**src/rtl/cd_subcode_tx.sv**
```systemverilog
`timescale 1ns/1ps
`default_nettype none
// ============================================================================
// Module   : cd_subcode_tx
// Purpose  : Drive-side CD subchannel transmitter. Generates a frame strobe
//            (EFFK) and block sync (SCOR) from the CDAC clock, pops one
//            subcode byte per frame from a small FIFO and shifts it out MSB
//            first on SBCP, one bit per rising edge of the host's SCCK.
// Revision : 1.0 - initial release
// ----------------------------------------------------------------------------
// Ports
//   i_cdac       in   1  system clock, all logic on rising edge
//   i_ifrst_n    in   1  asynchronous active-low reset
//   i_enable     in   1  frame generation enable
//   i_din        in   8  subcode byte, P in bit 7 .. W in bit 0
//   i_din_valid  in   1  i_din is valid
//   o_din_ready  out  1  FIFO can accept a byte
//   i_scck       in   1  host subchannel clock (asynchronous)
//   o_sbcp       out  1  serial subcode data
//   o_effk       out  1  frame strobe
//   o_scor       out  1  block sync, high during the frame-0 strobe
//   o_frame_no   out  7  current frame index within the block
//   i_clr_stat   in   1  clears the sticky status flags
//   o_underrun   out  1  sticky: a frame started with the FIFO empty
//   o_short      out  1  sticky: a frame ended before 8 SCCK edges
// ============================================================================
module cd_subcode_tx #(
    parameter int FRAME_DIV    = 960,
    parameter int BLOCK_FRAMES = 98,
    parameter int EFFK_W       = 8,
    parameter int DEPTH        = 4
) (
    input  logic       i_cdac,
    input  logic       i_ifrst_n,
    input  logic       i_enable,
    input  logic [7:0] i_din,
    input  logic       i_din_valid,
    output logic       o_din_ready,
    input  logic       i_scck,
    output logic       o_sbcp,
    output logic       o_effk,
    output logic       o_scor,
    output logic [6:0] o_frame_no,
    input  logic       i_clr_stat,
    output logic       o_underrun,
    output logic       o_short
);

    localparam int              c_AW         = (DEPTH > 1) ? $clog2(DEPTH) : 1;
    localparam int              c_CW         = c_AW + 1;
    localparam logic [11:0]     c_FRAME_LAST = 12'(FRAME_DIV - 1);
    localparam logic [11:0]     c_EFFK_W     = 12'(EFFK_W);
    localparam logic [6:0]      c_BLOCK_LAST = 7'(BLOCK_FRAMES - 1);
    localparam logic [c_CW-1:0] c_DEPTH      = c_CW'(DEPTH);
    localparam logic [c_CW-1:0] c_CNT_ONE    = c_CW'(1);
    localparam logic [c_AW-1:0] c_PTR_ONE    = c_AW'(1);

    typedef enum logic [1:0] {
        IDLE  = 2'd0,
        SHIFT = 2'd1,
        DONE  = 2'd2
    } state_t;

    // ------------------------------------------------------------------
    // Frame timer and block counter
    // ------------------------------------------------------------------
    logic [11:0] r_timer;
    logic [6:0]  r_frame_no;
    logic        r_effk;
    logic        r_scor;
    logic        w_frame_start;

    // Timer sits at 0 while disabled, so the first enabled cycle is a frame start.
    assign w_frame_start = i_enable & (r_timer == 12'd0);

    always_ff @(posedge i_cdac or negedge i_ifrst_n) begin
        if (!i_ifrst_n) begin
            r_timer    <= 12'd0;
            r_frame_no <= 7'd0;
            r_effk     <= 1'b0;
            r_scor     <= 1'b0;
        end else if (!i_enable) begin
            r_timer    <= 12'd0;
            r_frame_no <= 7'd0;
            r_effk     <= 1'b0;
            r_scor     <= 1'b0;
        end else begin
            r_timer <= (r_timer == c_FRAME_LAST) ? 12'd0 : r_timer + 12'd1;
            if (r_timer == c_FRAME_LAST) begin
                r_frame_no <= (r_frame_no == c_BLOCK_LAST) ? 7'd0 : r_frame_no + 7'd1;
            end
            // Strobe is registered so it appears together with the first SBCP bit.
            // The frame number cannot change inside the strobe window, so the
            // current value is the one the strobe belongs to.
            r_effk <= (r_timer < c_EFFK_W);
            r_scor <= (r_timer < c_EFFK_W) & (r_frame_no == 7'd0);
        end
    end

    // ------------------------------------------------------------------
    // Byte FIFO
    // ------------------------------------------------------------------
    logic [7:0]      r_mem [DEPTH];
    logic [c_AW-1:0] r_wptr;
    logic [c_AW-1:0] r_rptr;
    logic [c_CW-1:0] r_count;
    logic            w_full;
    logic            w_empty;
    logic            w_push;
    logic            w_pop;
    logic [7:0]      w_load;

    assign w_full  = (r_count == c_DEPTH);
    assign w_empty = (r_count == '0);
    // Full is judged on the registered count, so a simultaneous pop never
    // opens a slot for a push in the same cycle.
    assign w_push  = i_din_valid & ~w_full;
    assign w_pop   = w_frame_start & ~w_empty;
    assign w_load  = w_pop ? r_mem[r_rptr] : 8'h00;

    always_ff @(posedge i_cdac) begin
        if (w_push) begin
            r_mem[r_wptr] <= i_din;
        end
    end

    always_ff @(posedge i_cdac or negedge i_ifrst_n) begin
        if (!i_ifrst_n) begin
            r_wptr  <= '0;
            r_rptr  <= '0;
            r_count <= '0;
        end else begin
            if (w_push) begin
                r_wptr <= r_wptr + c_PTR_ONE;
            end
            if (w_pop) begin
                r_rptr <= r_rptr + c_PTR_ONE;
            end
            case ({w_push, w_pop})
                2'b10:   r_count <= r_count + c_CNT_ONE;
                2'b01:   r_count <= r_count - c_CNT_ONE;
                default: r_count <= r_count;
            endcase
        end
    end

    // ------------------------------------------------------------------
    // SCCK synchroniser and rising-edge detect
    // ------------------------------------------------------------------
    logic r_scck_s1;
    logic r_scck_s2;
    logic r_scck_s3;
    logic w_scck_rise;

    always_ff @(posedge i_cdac or negedge i_ifrst_n) begin
        if (!i_ifrst_n) begin
            r_scck_s1 <= 1'b0;
            r_scck_s2 <= 1'b0;
            r_scck_s3 <= 1'b0;
        end else begin
            r_scck_s1 <= i_scck;
            r_scck_s2 <= r_scck_s1;
            r_scck_s3 <= r_scck_s2;
        end
    end

    assign w_scck_rise = r_scck_s2 & ~r_scck_s3;

    // ------------------------------------------------------------------
    // Shift state machine and sticky status
    // ------------------------------------------------------------------
    state_t     r_state;
    logic [6:0] r_shift;   // bits still to be presented, next one in bit 6
    logic [3:0] r_bitcnt;
    logic       r_sbcp;
    logic       r_underrun;
    logic       r_short;

    always_ff @(posedge i_cdac or negedge i_ifrst_n) begin
        if (!i_ifrst_n) begin
            r_state    <= IDLE;
            r_shift    <= 7'd0;
            r_bitcnt   <= 4'd0;
            r_sbcp     <= 1'b0;
            r_underrun <= 1'b0;
            r_short    <= 1'b0;
        end else begin
            // Clear first; any set below in the same cycle overrides it.
            if (i_clr_stat) begin
                r_underrun <= 1'b0;
                r_short    <= 1'b0;
            end

            if (!i_enable) begin
                // Aborted frame: no SHORT, output parked low.
                r_state  <= IDLE;
                r_shift  <= 7'd0;
                r_bitcnt <= 4'd0;
                r_sbcp   <= 1'b0;
            end else if (w_frame_start) begin
                // Frame start outranks a coincident SCCK edge, which is dropped.
                if (r_state == SHIFT) begin
                    r_short <= 1'b1;
                end
                if (w_empty) begin
                    r_underrun <= 1'b1;
                end
                r_shift  <= w_load[6:0];
                r_sbcp   <= w_load[7];
                r_bitcnt <= 4'd0;
                r_state  <= SHIFT;
            end else begin
                case (r_state)
                    SHIFT: begin
                        if (w_scck_rise) begin
                            r_shift  <= {r_shift[5:0], 1'b0};
                            r_bitcnt <= r_bitcnt + 4'd1;
                            if (r_bitcnt == 4'd7) begin
                                r_state <= DONE;
                                r_sbcp  <= 1'b0;
                            end else begin
                                r_sbcp  <= r_shift[6];
                            end
                        end
                    end
                    default: begin
                        r_state <= r_state;
                    end
                endcase
            end
        end
    end

    assign o_din_ready = ~w_full;
    assign o_sbcp      = r_sbcp;
    assign o_effk      = r_effk;
    assign o_scor      = r_scor;
    assign o_frame_no  = r_frame_no;
    assign o_underrun  = r_underrun;
    assign o_short     = r_short;

endmodule
`default_nettype wire

```
**config.mk**
```make
export PLATFORM = sky130hd
export DESIGN_NAME = cd_subcode_tx
export DESIGN_NICKNAME = d
export VERILOG_FILES = /design/src/rtl/cd_subcode_tx.sv
export SDC_FILE = /design/constraint.sdc
export NUM_CORES = 1
export LEC_CHECK = 0
export BUFFER_PORTS_ARGS = -buffer_cell sky130_fd_sc_hd__buf_2
export CORE_MARGIN = 3
export CORE_UTILIZATION = 53
export DETAILED_ROUTE_END_ITERATION = 7
export PLACE_DENSITY = 0.72
export SYNTH_ARGS = -nofsm -noshare
export SYNTH_HDL_FRONTEND = slang
export SYNTH_SLANG_ARGS = --single-unit
```
**constraint.sdc**
```tcl
create_clock -name i_cdac -period 3.3 [get_ports i_cdac]
set_input_delay 0.99 -clock i_cdac [delete_from_list [all_inputs] [get_ports i_cdac]]
set_output_delay 0.99 -clock i_cdac [all_outputs]
set_load 0.02 [all_outputs]
```
# Word level (Yosys, flattened, before mapping)
# Memories as Yosys holds them, arrays and structs flattened.
# Index checks and enable logic that the tools add are counted.
[totals] out_inout_bits=13 register_bits=47 latch_bits=0 ram_bits=32 rom_bits=0 wordCells=87 n_memories=1
[op_classes] n_mul=0 n_bitwise=8 n_eq_ne=11 order_cmp=1 muxes=37 shifts=0 add_sub_neg=7 div_mod_pow=0 n_reduce_logical=6
[memory_table] memory="r_mem" depth=4 word_bits=8 read_ports=1 rd_clocked_by_memory_dff=0 write_ports=1 line="103" rtl="logic [7:0] r_mem [DEPTH];"
[op_table] cell="7-bit two-way mux" n=7
[op_table] cell="12-bit two-way mux" n=2
[op_table] cell="1-bit two-way mux" n=17
[op_table] cell="4-bit two-way mux" n=4
[op_table] cell="12-bit by 1-bit adder with 12-bit output (second input constant)" n=1
[op_table] cell="12-bit by 10-bit equality test with 1-bit output (second input constant)" n=1
[op_table] cell="12-bit logical NOT" n=1
[op_table] cell="12-bit by 4-bit less-than comparator with 1-bit output (second input constant)" n=1
[op_table] cell="2-bit two-way mux" n=5
[op_table] cell="3-bit by 1-bit inequality test with 1-bit output (second input constant)" n=3
[op_table] cell="8-bit two-way mux" n=1
[op_table] cell="7-bit by 1-bit adder with 7-bit output (second input constant)" n=1
[op_table] cell="7-bit equality test (second input constant)" n=1
[op_table] cell="7-bit logical NOT" n=1
[op_table] cell="3-bit case mux with 2 select lines" n=1
[op_table] cell="1-bit AND" n=5
[op_table] cell="2-bit by 1-bit adder with 2-bit output (second input constant)" n=2
[op_table] cell="4-bit by 1-bit adder with 4-bit output (second input constant)" n=1
[op_table] cell="2-bit by 1-bit equality test with 1-bit output (second input constant)" n=2
[op_table] cell="4-bit by 3-bit equality test with 1-bit output (second input constant)" n=1
[op_table] cell="3-bit by 1-bit adder with 3-bit output (second input constant)" n=1
[op_table] cell="3-bit equality test (second input constant)" n=1
[op_table] cell="3-bit logical NOT" n=1
[op_table] cell="1-bit NOT" n=3
[op_table] cell="6 further kinds" n=6

# Longest topological paths before layout
[depth] ltp_word=6 mapped_depth=12

# Worst setup path after synthesis
# Ideal clock, no wire load.
[synth_timing] path_kind="input -> register" startpoint="in i_enable" endpoint="reg r_count[2]" setup_ns=0.079 path_stages=9 path_slack_ns=0.837 required_ns=3.221 arrival_time_ns=2.384 path_buffers=1 cell_sequence="and2_1 > and3_1 > buf_4 > ha_1 > inv_1 > fa_1 > xor2_1 > nor2_1 > xor2_1"
[synth_via] elab_chain_len=4
[synth_rtl] item="from (decl)" line="35" rtl="input logic i_enable,"
[synth_rtl] item="1-bit AND (*)" line="74" rtl="assign w_frame_start = i_enable & (r_timer == 12'd0);"
[synth_rtl] item="1-bit AND (*)" line="118" rtl="assign w_pop = w_frame_start & ~w_empty;"
[synth_rtl] item="2-bit by 1-bit equality test with 1-bit output or 2-bit equality test (tied branches)" line="139" rtl="case ({w_push, w_pop})"
[synth_rtl] item="3-bit case mux with 2 select lines or 2-bit nonzero test (tied branches)"
[synth_rtl] item="to (signal assigned)" line="140" rtl="2'b10: r_count <= r_count + c_CNT_ONE;"
[synth_rtl] item="to (signal assigned)" line="141" rtl="2'b01: r_count <= r_count - c_CNT_ONE;"
[synth_rtl] item="to (signal assigned)" line="142" rtl="default: r_count <= r_count;"
[synth_rtl] item="to (decl)" line="106" rtl="logic [c_CW-1:0] r_count;"
# Every way passes the cells marked *; elsewhere a longest branch is shown, timed or not.
# A chain may end at the register's enable or synchronous reset.

# Worst setup path in the final report
[layout_timing] startpoint="reg r_timer[6]" endpoint="reg r_count[2]"
[layout_via] elab_chain_len=5
[layout_rtl] item="from (decl)" line="67" rtl="logic [11:0] r_timer;"
[layout_rtl] item="from (signal assigned)" line="88" rtl="r_timer <= (r_timer == c_FRAME_LAST) ? 12'd0 : r_timer + 12'd1;"
[layout_rtl] item="12-bit logical NOT (*)" line="74"
[layout_rtl] item="1-bit AND (*)" line="74"
[layout_rtl] item="1-bit AND (*)" line="118"
[layout_rtl] item="2-bit by 1-bit equality test with 1-bit output or 2-bit equality test (tied branches)" line="139"
[layout_rtl] item="3-bit case mux with 2 select lines or 2-bit nonzero test (tied branches)"
# Marked as above.

==> qor.yml <==
outcome: "finished clean"
synth_top_area_share_pct: 33.2
utilization_pct: 61.2
grt-ovfl-total: 0
wl_per_cell_microns: 16.1
total_power_mw: 2.56
diodes: 0
slew_violations: 0
maxCapViolCount: 0
die_x_microns: 87.8
synthCells: 269
synth_warnings: 0
clock-sinks: 79
skew_ns: 0.00760
synth_cell_types: 48
finalWirelength_microns: 6140
antenna_found_initial: 0
drc: 0
synth_nets: 295
drive_gt1_share_pct: 20.8
fillers: 497
synth-edff-count: 32
ant_nets: 0
dieHeight_microns: 87.8
grt_pass1_vias: 2163
path_clk_slew_ns: 0.08
post_cts_buffers: 0
design_area_sq_um: 3930
multi_input_area_sq_um: 1290
final.setup.tns_ns: 0
synth_seq_cells: 79
die_area_sq_um: 7710
hold_buffers: 0
ys_top_cells_by_area: "dfrtp_1, edfxtp_1, mux4_2, ha_1, xor2_1"
cts_resized: 0
async_reset_ff_share_pct: 59.5
critPathKind: "reg -> reg"
cts_max_path_buffers: 2
pre_cts_ws_ns: 0.596
drt_iter0_drc: 116
rsz0062_at_grt: "no"
path_max_fanout: 7
grt_first_pass_wirelength_microns: 10400
syn_area_sq_um: 3540
cts_buffers: 9
ys.flop_type: "dfrtp_1"
p_leak_nw: 1.61
finalCriticalPeriod_ns: 2.47
setup_ws_ns: 0.828
clk_latency_ns: 0.35
rows: 29
period_share_pct: 74.9
cellPowerDensity_nw_per_um2: 652
cp.arrival_ns: 2.75
synth_area_leader_cell: "dfrtp_1"
vdd_drop_max_mv: 0.315
layout.nets: 324
globalplace.congestion: 0.809
start_util_pct: 55.2
port_buffers: 26
grt_max_degree: 48
ys_seq_area_share_pct: 60.3
regArea_sq_um: 2140
worstPathRequired_ns: 3.58
relSlewSlack_pct: 31.6
grt_use_total_pct: 18.2
cts_tree: "yes"
finalSetupViolations: 0
detail_route.vias_per_cell: 5.71
tightest_slew_ns: 1.03
detailed_place.area_sq_um: 3720
syn_to_final_growth_pct: 10.8
avgSynthCellArea_sq_um: 13.2
hold_violations: 0
drt-pass1-iter-count: 4
place_hpwl_microns: 4290
fmax_mhz: 404
endpoint_kind: "flip-flop"
hold_path.class: "reg -> reg"
worst_setup_path_start_kind: "flip-flop"
cts_root_buffer: "clkbuf_8"
cts_max_level: 3
core-area_sq_um: 6420
vias: 2170
pin_count: 27
==> worst paths after layout <==
check / startpoint / endpoint / slack (ns) / cells after the start
worst max-delay path: r_timer[6] / r_count[2] / 0.83 / 9
worst min-delay path: r_scck_s1 / r_scck_s2 / 0.36 / 0
worst max register to register: r_timer[6] / r_count[2] / 0.83 / 9
worst min register to register: r_scck_s1 / r_scck_s2 / 0.36 / 0
max in group asynchronous: i_ifrst_n / r_bitcnt[2] / 1.85 / 1
min in group asynchronous: i_ifrst_n / o_frame_no[0] / 0.81 / 1
==> critical path, stage by stage (launching register included) <==
cell     delay (ns)
dfrtp_1        0.45
nor3_2         0.41
and3_2         0.32
and3_1         0.19
ha_1           0.18
inv_1          0.06
fa_1           0.38
xor2_1         0.15
nor2_1         0.11
xor2_1         0.14
==> report_power, final <==
group	internal, mW	switching (mW)
clock	0.358	0.368
combinational	0.250	0.254
sequential	1.20	0.133
==> layer usage <==
metal | routed length, microns | part of all wire [%] | global-route usage [%]
met1 | 2960 | 48 | 25.3
met2 | 2800 | 46 | 26.9
met3 | 272 | 4.4 | 5.27
met4 | 107 | 1.7 | 7.67
met5 | 0 | 0 | 0
==> kinds of logic after synthesis <==
kind of cell | share of synthesized area, %
DFF | 60.3
xor gates and xnor gates | 4.66
and+or+nand+nor | 14.1
adders and majority gates | 4.45
AOI/OAI and AO/OA | 6.00
buffers and inverters | 3.42
muxes | 7.09
==> through the flow <==
| step | std cells | hold WS, ns |
|---|---|---|
| floorplan | 269 | 0.331 |
| global placement | 364 | 0.344 |
| detailed placement | 364 | 0.338 |
| CTS | 380 | 0.366 |
| global route | 380 | 0.370 |
| finish | 380 | 0.362 |
==> cells in the mapped netlist (all sizes together) (3+ instances only) <==
master / n
dfrtp: 47
edfxtp: 32
nor2: 18
nand3: 17
nand2: 15
inv: 14
and3: 11
ha: 11
xor2: 11
nand4: 9
buf: 8
mux4: 8
o2bb2ai: 7
xnor2: 7
mux2i: 6
o21ai: 6
a21oi: 5
nor3: 5
and2: 3
o211ai: 3
or3: 3
==> state kept, by name (all words and copies together), names as in the netlist <==
register	cells
o_sbcp	1
o_effk	1
r_mem	32
r_timer	12
r_rptr	2
r_scck_s1	1
r_wptr	2
r_state	2
o_underrun	1
r_bitcnt	4
r_scck_s3	1
o_frame_no	7
o_short	1
r_scck_s2	1
r_count	3
r_shift	7
o_scor	1
==> layout by cell type (no fill, tap or decap), types with 7 or more instances in the layout <==
master     Yosys  final
dfrtp_1       47     47
xor2_1        10     10
ha_1          11     11
nand2_1       15     15
o2bb2ai_1      7      7
edfxtp_1      32     32
nand4_1        9      9
nand3_1       17     17
and3_1         8      8
buf_2          4     26
inv_1         14     14
nor2_1        18     18
xnor2_1        7      7
clkbuf_8       0      9
mux4_2         8      8
==> area by class of cell <==
| type | instances | area share [%] |
|---|---|---|
| multi-input cells | 166 | 32.9 |
| flip-flops and latches | 79 | 54.4 |
| clock buffers | 9 | 3.15 |
| clock inverters | 7 | 2.04 |
| well taps | 77 | 2.45 |
| inverters | 14 | 1.34 |
| repair buffers | 28 | 3.70 |
Note: power is estimated with default switching activity, not from simulation.
